### src/rtl/spi_resp_pkg.sv
// Shared types and constants for the SPI responder.
package spi_resp_pkg;

   // Responder frame states
   typedef enum logic [1:0] {
      IDLE  = 2'd0,
      LOAD  = 2'd1,
      SHIFT = 2'd2,
      REARM = 2'd3
   } state_t;

   // Flip-flop depth of each input synchronizer
   localparam int SYNC_STAGES = 2;

endpackage

### src/rtl/sync_edge.sv
// Multi-flop synchronizer followed by an edge register; produces the
// synchronized level plus single-cycle rise/fall strobes.
module sync_edge
   import spi_resp_pkg::*;
#(
   parameter logic IDLE_LEVEL = 1'b0
)
(
   input  logic clk,
   input  logic rst,
   input  logic din,
   output logic level,
   output logic rise,
   output logic fall
);

   logic [SYNC_STAGES-1:0] sync_reg;
   logic                   edge_reg;

   // Synchronizer chain and one-cycle-delayed copy for edge detection
   always_ff @(posedge clk or posedge rst) begin
      if (rst) begin
         sync_reg <= {SYNC_STAGES{IDLE_LEVEL}};
         edge_reg <= IDLE_LEVEL;
      end else begin
         sync_reg <= {sync_reg[SYNC_STAGES-2:0], din};
         edge_reg <= sync_reg[SYNC_STAGES-1];
      end
   end

   assign level = sync_reg[SYNC_STAGES-1];
   assign rise  = level & ~edge_reg;
   assign fall  = ~level & edge_reg;

endmodule

### src/rtl/spi_slave_responder.sv
// Mode-0 SPI responder: oversampled SCLK/MOSI/SS, parallel receive word,
// valid/ready holding register for the word returned on MISO.
module spi_slave_responder
   import spi_resp_pkg::*;
#(
   parameter int                    DATA_WIDTH = 8,
   parameter logic [DATA_WIDTH-1:0] DEFAULT_TX = '1
)
(
   input  logic                  SYSCLK,
   input  logic                  SYSRESET,
   input  logic                  SPISCLKO,
   input  logic                  SPISDO,
   input  logic                  SPISS,
   output logic                  SPISDI,
   output logic                  miso_oe,
   output logic [DATA_WIDTH-1:0] rx_data,
   output logic                  rx_valid,
   input  logic [DATA_WIDTH-1:0] tx_data,
   input  logic                  tx_valid,
   output logic                  tx_ready,
   output logic                  tx_underrun,
   output logic                  frame_err,
   output logic                  busy
);

   localparam int                CNT_W   = $clog2(DATA_WIDTH);
   localparam logic [CNT_W-1:0]  CNT_MAX = CNT_W'(DATA_WIDTH - 1);

   logic sclk_level_unused, sclk_rise, sclk_fall;
   logic mosi_level, mosi_rise_unused, mosi_fall_unused;
   logic ss_level, ss_rise, ss_fall;

   sync_edge #(.IDLE_LEVEL(1'b0)) u_sync_sclk (
      .clk(SYSCLK), .rst(SYSRESET), .din(SPISCLKO),
      .level(sclk_level_unused), .rise(sclk_rise), .fall(sclk_fall));

   sync_edge #(.IDLE_LEVEL(1'b0)) u_sync_mosi (
      .clk(SYSCLK), .rst(SYSRESET), .din(SPISDO),
      .level(mosi_level), .rise(mosi_rise_unused), .fall(mosi_fall_unused));

   sync_edge #(.IDLE_LEVEL(1'b1)) u_sync_ss (
      .clk(SYSCLK), .rst(SYSRESET), .din(SPISS),
      .level(ss_level), .rise(ss_rise), .fall(ss_fall));

   state_t                  state_reg, state_next;
   logic                    armed_reg;
   logic [SYNC_STAGES-1:0]  settle_reg;
   logic [CNT_W-1:0]        bit_cnt_reg;
   logic [DATA_WIDTH-2:0]   rx_shift_reg;
   logic [DATA_WIDTH-1:0]   rx_data_reg;
   logic [DATA_WIDTH-1:0]   tx_shift_reg;
   logic [DATA_WIDTH-1:0]   hold_data_reg;
   logic                    hold_full_reg;
   logic                    rx_valid_reg, underrun_reg, frame_err_reg;
   logic                    spisdi_reg, miso_oe_reg;

   logic                    load_en, sample_en, shift_en, word_done, abort_err, cnt_clear;
   logic [DATA_WIDTH-1:0]   rx_word, load_word;

   assign rx_word   = {rx_shift_reg, mosi_level};
   assign load_word = hold_full_reg ? hold_data_reg : DEFAULT_TX;

   // State register
   always_ff @(posedge SYSCLK or posedge SYSRESET) begin
      if (SYSRESET) state_reg <= IDLE;
      else          state_reg <= state_next;
   end

   // Next-state and datapath control; SS deassertion overrides SCLK edges,
   // except that a word completing in the same cycle is still delivered.
   always_comb begin
      state_next = state_reg;
      load_en    = 1'b0;
      sample_en  = 1'b0;
      shift_en   = 1'b0;
      word_done  = 1'b0;
      abort_err  = 1'b0;
      cnt_clear  = 1'b0;
      case (state_reg)
         IDLE:  if (ss_fall && armed_reg) state_next = LOAD;
         LOAD:  begin
                   load_en    = 1'b1;
                   state_next = SHIFT;
                end
         SHIFT: begin
                   if (sclk_rise) begin
                      sample_en = 1'b1;
                      if (bit_cnt_reg == CNT_MAX) begin
                         word_done  = 1'b1;
                         state_next = REARM;
                      end
                   end else if (sclk_fall) begin
                      shift_en = 1'b1;
                   end
                end
         REARM: if (sclk_fall) begin
                   load_en    = 1'b1;
                   state_next = SHIFT;
                end
         default: state_next = IDLE;
      endcase
      if (ss_rise) begin
         load_en    = 1'b0;
         shift_en   = 1'b0;
         cnt_clear  = 1'b1;
         state_next = IDLE;
         if (!word_done) begin
            sample_en = 1'b0;
            abort_err = (bit_cnt_reg != '0);
         end
      end
   end

   // Datapath: arming, receive shifter, transmit shifter, holding register, pins
   always_ff @(posedge SYSCLK or posedge SYSRESET) begin
      if (SYSRESET) begin
         armed_reg     <= 1'b0;
         settle_reg    <= '0;
         bit_cnt_reg   <= '0;
         rx_shift_reg  <= '0;
         rx_data_reg   <= '0;
         tx_shift_reg  <= '0;
         hold_data_reg <= '0;
         hold_full_reg <= 1'b0;
         rx_valid_reg  <= 1'b0;
         underrun_reg  <= 1'b0;
         frame_err_reg <= 1'b0;
         spisdi_reg    <= 1'b1;
         miso_oe_reg   <= 1'b0;
      end else begin
         // The synchronizer reset values are not samples of the pin, so
         // arming waits until the chain has been refilled from SS itself;
         // a frame already in progress at reset is then ignored until SS rises.
         settle_reg <= {settle_reg[SYNC_STAGES-2:0], 1'b1};
         if (settle_reg[SYNC_STAGES-1] && ss_level) armed_reg <= 1'b1;

         rx_valid_reg  <= 1'b0;
         frame_err_reg <= abort_err;
         if (sample_en) begin
            rx_shift_reg <= rx_word[DATA_WIDTH-2:0];
            if (word_done) begin
               rx_data_reg  <= rx_word;
               rx_valid_reg <= 1'b1;
            end
         end
         if (word_done || cnt_clear) bit_cnt_reg <= '0;
         else if (sample_en)         bit_cnt_reg <= bit_cnt_reg + CNT_W'(1);

         underrun_reg <= load_en & ~hold_full_reg;
         if (load_en)       tx_shift_reg <= load_word;
         else if (shift_en) tx_shift_reg <= {tx_shift_reg[DATA_WIDTH-2:0], 1'b0};

         // A load empties a full register; an empty register accepts tx_data
         // even in a load cycle (that load still takes DEFAULT_TX).
         if (load_en && hold_full_reg) begin
            hold_full_reg <= 1'b0;
         end else if (tx_valid && !hold_full_reg) begin
            hold_full_reg <= 1'b1;
            hold_data_reg <= tx_data;
         end

         miso_oe_reg <= (state_reg != IDLE);
         if (state_reg == IDLE)      spisdi_reg <= 1'b1;
         else if (state_reg == LOAD) spisdi_reg <= load_word[DATA_WIDTH-1];
         else                        spisdi_reg <= tx_shift_reg[DATA_WIDTH-1];
      end
   end

   assign SPISDI      = spisdi_reg;
   assign miso_oe     = miso_oe_reg;
   assign rx_data     = rx_data_reg;
   assign rx_valid    = rx_valid_reg;
   assign tx_ready    = ~hold_full_reg;
   assign tx_underrun = underrun_reg;
   assign frame_err   = frame_err_reg;
   assign busy        = (state_reg != IDLE);

endmodule
### config.mk
export PLATFORM = sky130hd
export DESIGN_NAME = spi_slave_responder
export DESIGN_NICKNAME = d
export VERILOG_FILES = /design/src/rtl/spi_resp_pkg.sv /design/src/rtl/sync_edge.sv /design/src/rtl/spi_slave_responder.sv
export SDC_FILE = /design/constraint.sdc
export NUM_CORES = 1
export LEC_CHECK = 0
export ABC_AREA = 1
export CORE_ASPECT_RATIO = 0.8
export CORE_UTILIZATION = 54
export DETAILED_ROUTE_END_ITERATION = 12
export PLACE_DENSITY = 0.88
export SYNTH_ARGS = -nofsm -noshare
export SYNTH_HDL_FRONTEND = slang
export SYNTH_SLANG_ARGS = --single-unit
### constraint.sdc
create_clock -name SYSCLK -period 2 [get_ports SYSCLK]
set_clock_uncertainty 0.15 [all_clocks]
set_input_delay 0.3 -clock SYSCLK [delete_from_list [all_inputs] [get_ports SYSCLK]]
set_output_delay 0.3 -clock SYSCLK [all_outputs]
set_load 0.02 [all_outputs]
==> results of run 1 <==
## cells in the final DEF (no fill, tap or decap)
cell type | synthesis | final
a21oi_1 | 19 | 19
dfstp_2 | 4 | 4
nor2_1 | 24 | 24
clkdlybuf4s50_1 | 0 | 26
nand2_1 | 42 | 42
nand3_1 | 8 | 8
buf_12 | 0 | 1
a31oi_1 | 1 | 1
inv_6 | 1 | 1
ha_1 | 3 | 3
dlymetal6s2s_1 | 0 | 1
inv_1 | 24 | 23
nand4_1 | 6 | 6
dlygate4sd2_1 | 0 | 1
buf_4 | 2 | 1
clkbuf_1 | 0 | 1
bufinv_16 | 0 | 1
clkbuf_8 | 0 | 6
mux2_2 | 2 | 2
conb_1 | 1 | 1
nor3_1 | 2 | 2
dfrtp_1 | 49 | 49
a21oi_2 | 1 | 1
inv_4 | 1 | 1
nor2_2 | 3 | 3
nor2_8 | 2 | 2
o21ai_0 | 6 | 6
nand2_4 | 2 | 2
o21ai_1 | 7 | 7
inv_2 | 3 | 4
nand2_8 | 1 | 1
nand2_2 | 4 | 4
nand3_2 | 1 | 1
## how the worst max path moves through the flow
stage / from / endpoint / slack [ps]
2_1_floorplan: SYSRESET / armed_reg / 270
3_3_place_gp: hold_full_reg / tx_ready / 350
3_5_place_dp: hold_full_reg / tx_ready / 330
4_1_cts: state_reg[1] / busy / 50
5_1_grt: SPISDI / SPISDI / 110
6_report: SPISDI / SPISDI / 150
## per-stage QoR
stage	instances	cell area [µm²]	util [%]	power (mW)	hold slack [ps]
5_1_grt	310	2650	68.8	3.50	210
2_1_floorplan	224	2220	-	2.32	154
4_1_cts	310	2650	68.8	3.29	205
3_3_place_gp	302	2530	65.8	2.51	182
6_report	310	2650	68.8	3.28	201
3_5_place_dp	302	2530	65.8	2.57	185
## layer usage
| metal | global-route usage [%] | vias up | wire length [µm] |
|---|---|---|---|
| met5 | 0 | - | 0 |
| met4 | 5.77 | 0 | 46 |
| met3 | 6.12 | 7 | 143 |
| met2 | 30.1 | 35 | 1670 |
| met1 | 25.8 | 721 | 1730 |
| li1 | - | 763 | - |
## cell families (layout without fill, tap and decap cells)
| family | Yosys count | after routing | share of synthesized area (%) |
|---|---|---|---|
| simple gates | 95 | 95 | 21.3 |
| flops | 53 | 53 | 60.0 |
| buf+inv | 36 | 67 | 7.90 |
| compound gates | 34 | 34 | 7.90 |
| fa+ha+maj | 3 | 3 | 1.69 |
| mux | 2 | 2 | 1.02 |
| other cells | 1 | 1 | 0.169 |
## area by class of cell
class / count / area, µm²
Clock buffer: 7 / 86.3
Clock inverter: 1 / 30.0
Fill cell: 303 / 1200
Inverter: 29 / 116
Multi-Input combinational cell: 135 / 711
Sequential cell: 53 / 1330
Tap cell: 55 / 68.8
Timing Repair Buffer: 30 / 309
## tightest hold or removal path, delay by kind of cell
kind	cells	cell delay, ps
buf+inv	3	730
## repair_timing
item	4_1_cts	5_1_grt
resized for setup	1	1
setup endpoints to repair	1	1
gates cloned	0	0
## power by group through the flow
stage / sequential, mW / clock (mW) / combinational (mW)
floorplan: 1.50 / 0 / 0.815
global placement: 1.51 / 0 / 1.01
detailed placement: 1.52 / 0 / 1.05
CTS: 1.50 / 0.745 / 1.05
global route: 1.53 / 0.788 / 1.17
finish: 1.50 / 0.733 / 1.04
==> flow_summary_export.csv, run 1 <==
group,metric,value,unit
critical_path,crit_type,"flop to output port",
timing,finalSetupViolCount,0,
timing,report.final.slew_viol_count,0,
critical_path,r2r-end,"rx_shift_reg[4]",
place,place_congestion,0.826,
synthesis,synth.most_common_cell,"dfrtp_1",
synthesis,synth_area_leader_cell,"dfrtp_1",
place,place_ws,333,ps
power_and_ir_drop,ir_drop,0.750,mV
floorplanning,start_util,57.5,%
floorplanning,rows,20,
synthesis,yosys_register_bits,53,
global_routing,antenna_found_initial,0,
clocking,cts_tree,"done",
critical_path,cp_slowest_cell,"clkdlybuf4s50_1",
cells_and_area,fin_nets,271,
critical_path,worstSetupEndpointType,"output port",
synthesis,yosysSeqAreaShare,60.0,%
critical_path,r2r_slack,290,ps
synthesis,synth_warnings,0,
power_and_ir_drop,internal-power,2.15,mW
clocking,cts_setup_buffers,0,
floorplanning,die-area,4370,µm²
power_and_ir_drop,power_density,1230,nW/µm²
synthesis,synth_area,2220,µm²
clocking,clkSlewWorstSetupHoldPaths,90,ps
floorplanning,core,3850,µm²
power_and_ir_drop,pwr-share-seq,45.8,%
floorplanning,die_w,73.6,µm
clocking,clk_path_buf_depth,2,
synthesis,syn_avg_cell_area,9.90,µm²
routing,drc,0,
power_and_ir_drop,combPwrFrac,31.8,%
synthesis,synth_nets,241,
power_and_ir_drop,p_sw,1.13,mW
routing,wl_per_cell,11.6,µm
clocking,htreeDepth,2,
timing,fmax,539,MHz
critical_path,reg2reg_from,"u_sync_ss.edge_reg",
place,port_buffers,28,
timing,worst_slack,146,ps
critical_path,required,1550,ps
synthesis,synth_edf_count,0,
synthesis,synth.top_cells.by_area,"dfrtp_1, nand2_1, dfstp_2",
run_status,status,"completed",
global_routing,grt_usage,19.2,%
global_routing,grt_overflow,0,
routing,drt_first_pass_iters,5,
critical_path,worstPathArrival,1400,ps
cells_and_area,syn_to_final_growth,19.6,%
timing,rsz0062_at_grt,"no",
synthesis,synthArstFlopShare,100,%
synthesis,synth_common_cells,"dfrtp_1, nand2_1, inv_1, nor2_1, a21oi_1",
power_and_ir_drop,p_clk_share,22.4,%
critical_path,crit_cells,1,
power_and_ir_drop,swShare,34.4,%
run,cap_viol_max_count,0,
timing,finalCritPeriodShare,92.7,%
critical_path,crit_buf_inv,1,
critical_path,cp-start-kind,"flop",
global_routing,grt_pass1_vias,1435,
place,place_hpwl,2500,µm
global_routing,grt_max_degree,54,
clocking,root_buffer,"clkbuf_8",
clocking,clk_latency,300,ps
routing,vias,1526,
synthesis,synth_top_area_share,55.3,%
timing,layout_min_cycle_time,1850,ps
synthesis,ys.flop_type,"dfrtp_1",
critical_path,r2r_cells,7,
critical_path,crit_chain,"clkdlybuf4s50_1",
critical_path,crit_family,"buffers and inverters",
routing,dr.first_iter.drc_count,95,
floorplanning,io_pins,29,
synthesis,syn_inst,224,
min_path,hp-class,"input port to asynchronous set/reset pin",
critical_path,critPathMaxStageDelay,590,ps
routing,drtAntennaViolNets,0,
routing,routed_via_density,4.92,
timing,finalHoldViolCount,0,
synthesis,yosysUniqueCellTypes,28,
cells_and_area,drive_gt1_share,13.7,%
clocking,cts_hold_buffers,0,
floorplanning,dieHeight,59.3,µm
clocking,clock-sinks,53,
routing,drt_wl_total,3590,µm
power_and_ir_drop,p_leak,1.30,nW
cells_and_area,diodes,0,
timing,fin_setup_tns,0,ps
clocking,cts_buffers,5,
critical_path,cp_max_fo,1,
global_routing,grt_pass1_wl,6140,µm
Note: power is estimated with default switching activity, not from simulation.
==> run 2: changes to the inputs <==
CORE_MARGIN = 5   (was unset)
SLEW_MARGIN = 20   (was unset)
==> flow_summary_export.csv, run 2 (synthesis gave the netlist of run 1 again) <==
group,metric,value,unit
cells_and_area,nFillCells,288,
global_routing,grt_overflow,0,
critical_path,required,1550,ps
critical_path,cp-start-kind,"flop",
global_routing,grt_usage,14.8,%
clocking,clk_path_buf_depth,2,
critical_path,worstPathArrival,1490,ps
floorplanning,io_pins,29,
clocking,cts_buffers,5,
routing,drt_wl_total,3610,µm
clocking,clk_latency,300,ps
global_routing,grt_pass1_vias,1413,
critical_path,crit_family,"buffers and inverters",
global_routing,antenna_found_initial,0,
clocking,clkSlewWorstSetupHoldPaths,90,ps
routing,drtAntennaViolNets,0,
floorplanning,die_w,81.6,µm
timing,rsz0062_at_grt,"no",
floorplanning,rows,20,
cells_and_area,final_common_cell,"dfrtp_1",
critical_path,crit_type,"flop to output port",
routing,drc,0,
critical_path,cp_slowest_cell,"clkdlybuf4s50_1",
cells_and_area,fin_nets,271,
timing,fmax,516,MHz
routing,wl_per_cell,11.6,µm
min_path,hp-class,"input port to asynchronous set/reset pin",
floorplanning,core,3880,µm²
place,dp.cells,302,
critical_path,crit_buf_inv,2,
floorplanning,start_util,57.2,%
cells_and_area,diodes,0,
critical_path,cp_max_fo,4,
floorplanning,dieHeight,67.3,µm
run_status,status,"completed",
power_and_ir_drop,p_leak,1.28,nW
clocking,cts_tree,"done",
cells_and_area,drive_gt1_share,13.7,%
timing,finalCritPeriodShare,96.8,%
timing,finalSetupViolCount,0,
timing,layout_min_cycle_time,1940,ps
cells_and_area,post_layout_nonfiller_instances,310,
power_and_ir_drop,ir_drop,0.875,mV
place,place_congestion,0.839,
critical_path,worstSetupEndpointType,"output port",
global_routing,grt_pass1_wl,6210,µm
critical_path,critPathMaxStageDelay,600,ps
place,place_hpwl,2660,µm
routing,routed_via_density,4.90,
routing,vias,1518,
clocking,root_buffer,"clkbuf_8",
routing,dr.first_iter.drc_count,102,
timing,finalHoldViolCount,0,
routing,drt_first_pass_iters,5,
cells_and_area,final_cell_mix,"dfrtp_1, nand2_1, clkdlybuf4s50_1",
power_and_ir_drop,power_density,1200,nW/µm²
timing,report.final.slew_viol_count,0,
cells_and_area,syn_to_final_growth,18.3,%
floorplanning,die-area,5500,µm²
critical_path,crit_chain,"inv_4 -> nand2_8 -> clkdlybuf4s50_1",
power_and_ir_drop,total_power,3.14,mW
timing,fin_setup_tns,0,ps
place,port_buffers,28,
global_routing,grt_max_degree,54,
clocking,htreeDepth,2,
clocking,clock-sinks,53,
run,cap_viol_max_count,0,
-- run 2: timing repair --
item	CTS	global route
endpoints found under the hold margin	0	0
gates resized for setup	1	1
setup buffers	0	0
hold buffers	0	0
setup endpoints to repair	1	1
-- run 2: report_power, final --
part	switching (mW)	leakage (nW)	internal, mW	total [mW]
Clock	0.338	0.0374	0.247	0.585
Combinational	0.657	0.583	0.392	1.05
Sequential	0.149	0.657	1.35	1.50
-- run 2: area by class of cell --
type | instances | area, µm² | area share [%]
clock buffers | 6 | 72.6 | 2.77
clock inverters | 2 | 15.0 | 0.572
inverters | 29 | 119 | 4.53
multi-input cells | 135 | 711 | 27.1
flip-flops and latches | 53 | 1330 | 50.7
well taps | 55 | 68.8 | 2.62
repair buffers | 30 | 307 | 11.7
-- run 2: worst paths after layout --
| kind | startpoint | to | slack, ps | cells past startpoint |
|---|---|---|---|---|
| worst max-delay path | state_reg[1] | busy | 60 | 3 |
| worst min-delay path | SYSRESET | u_sync_mosi.sync_reg[1] | 200 | 3 |
| worst max register to register | u_sync_ss.edge_reg | rx_shift_reg[2] | 340 | 7 |
| worst min register to register | settle_reg[0] | settle_reg[1] | 210 | 0 |
| max in group asynchronous | SYSRESET | SPISDI | 1220 | 3 |
| min in group SYSCLK | settle_reg[0] | settle_reg[1] | 210 | 0 |
-- run 2: worst min-delay path, cell delays in order --
cell and delay, ps:
clkdlybuf4s50_1 410, inv_2 70, buf_12 260
-- run 2: through the flow --
stage	utilization, %	setup slack, ps	hold WS [ps]	cell area (µm²)
floorplan	-	270	154	2220
global placement	65.4	344	182	2530
detailed placement	65.4	321	189	2530
CTS	67.6	27.4	202	2620
global route	67.6	5.71	210	2620
finish	67.6	63.7	198	2620
-- run 2: layer usage --
metal | GRT usage [%] | wire length [µm]
met1 | 21.0 | 1750
met2 | 22.2 | 1620
met3 | 4.00 | 181
met4 | 5.19 | 53
met5 | 0 | 0
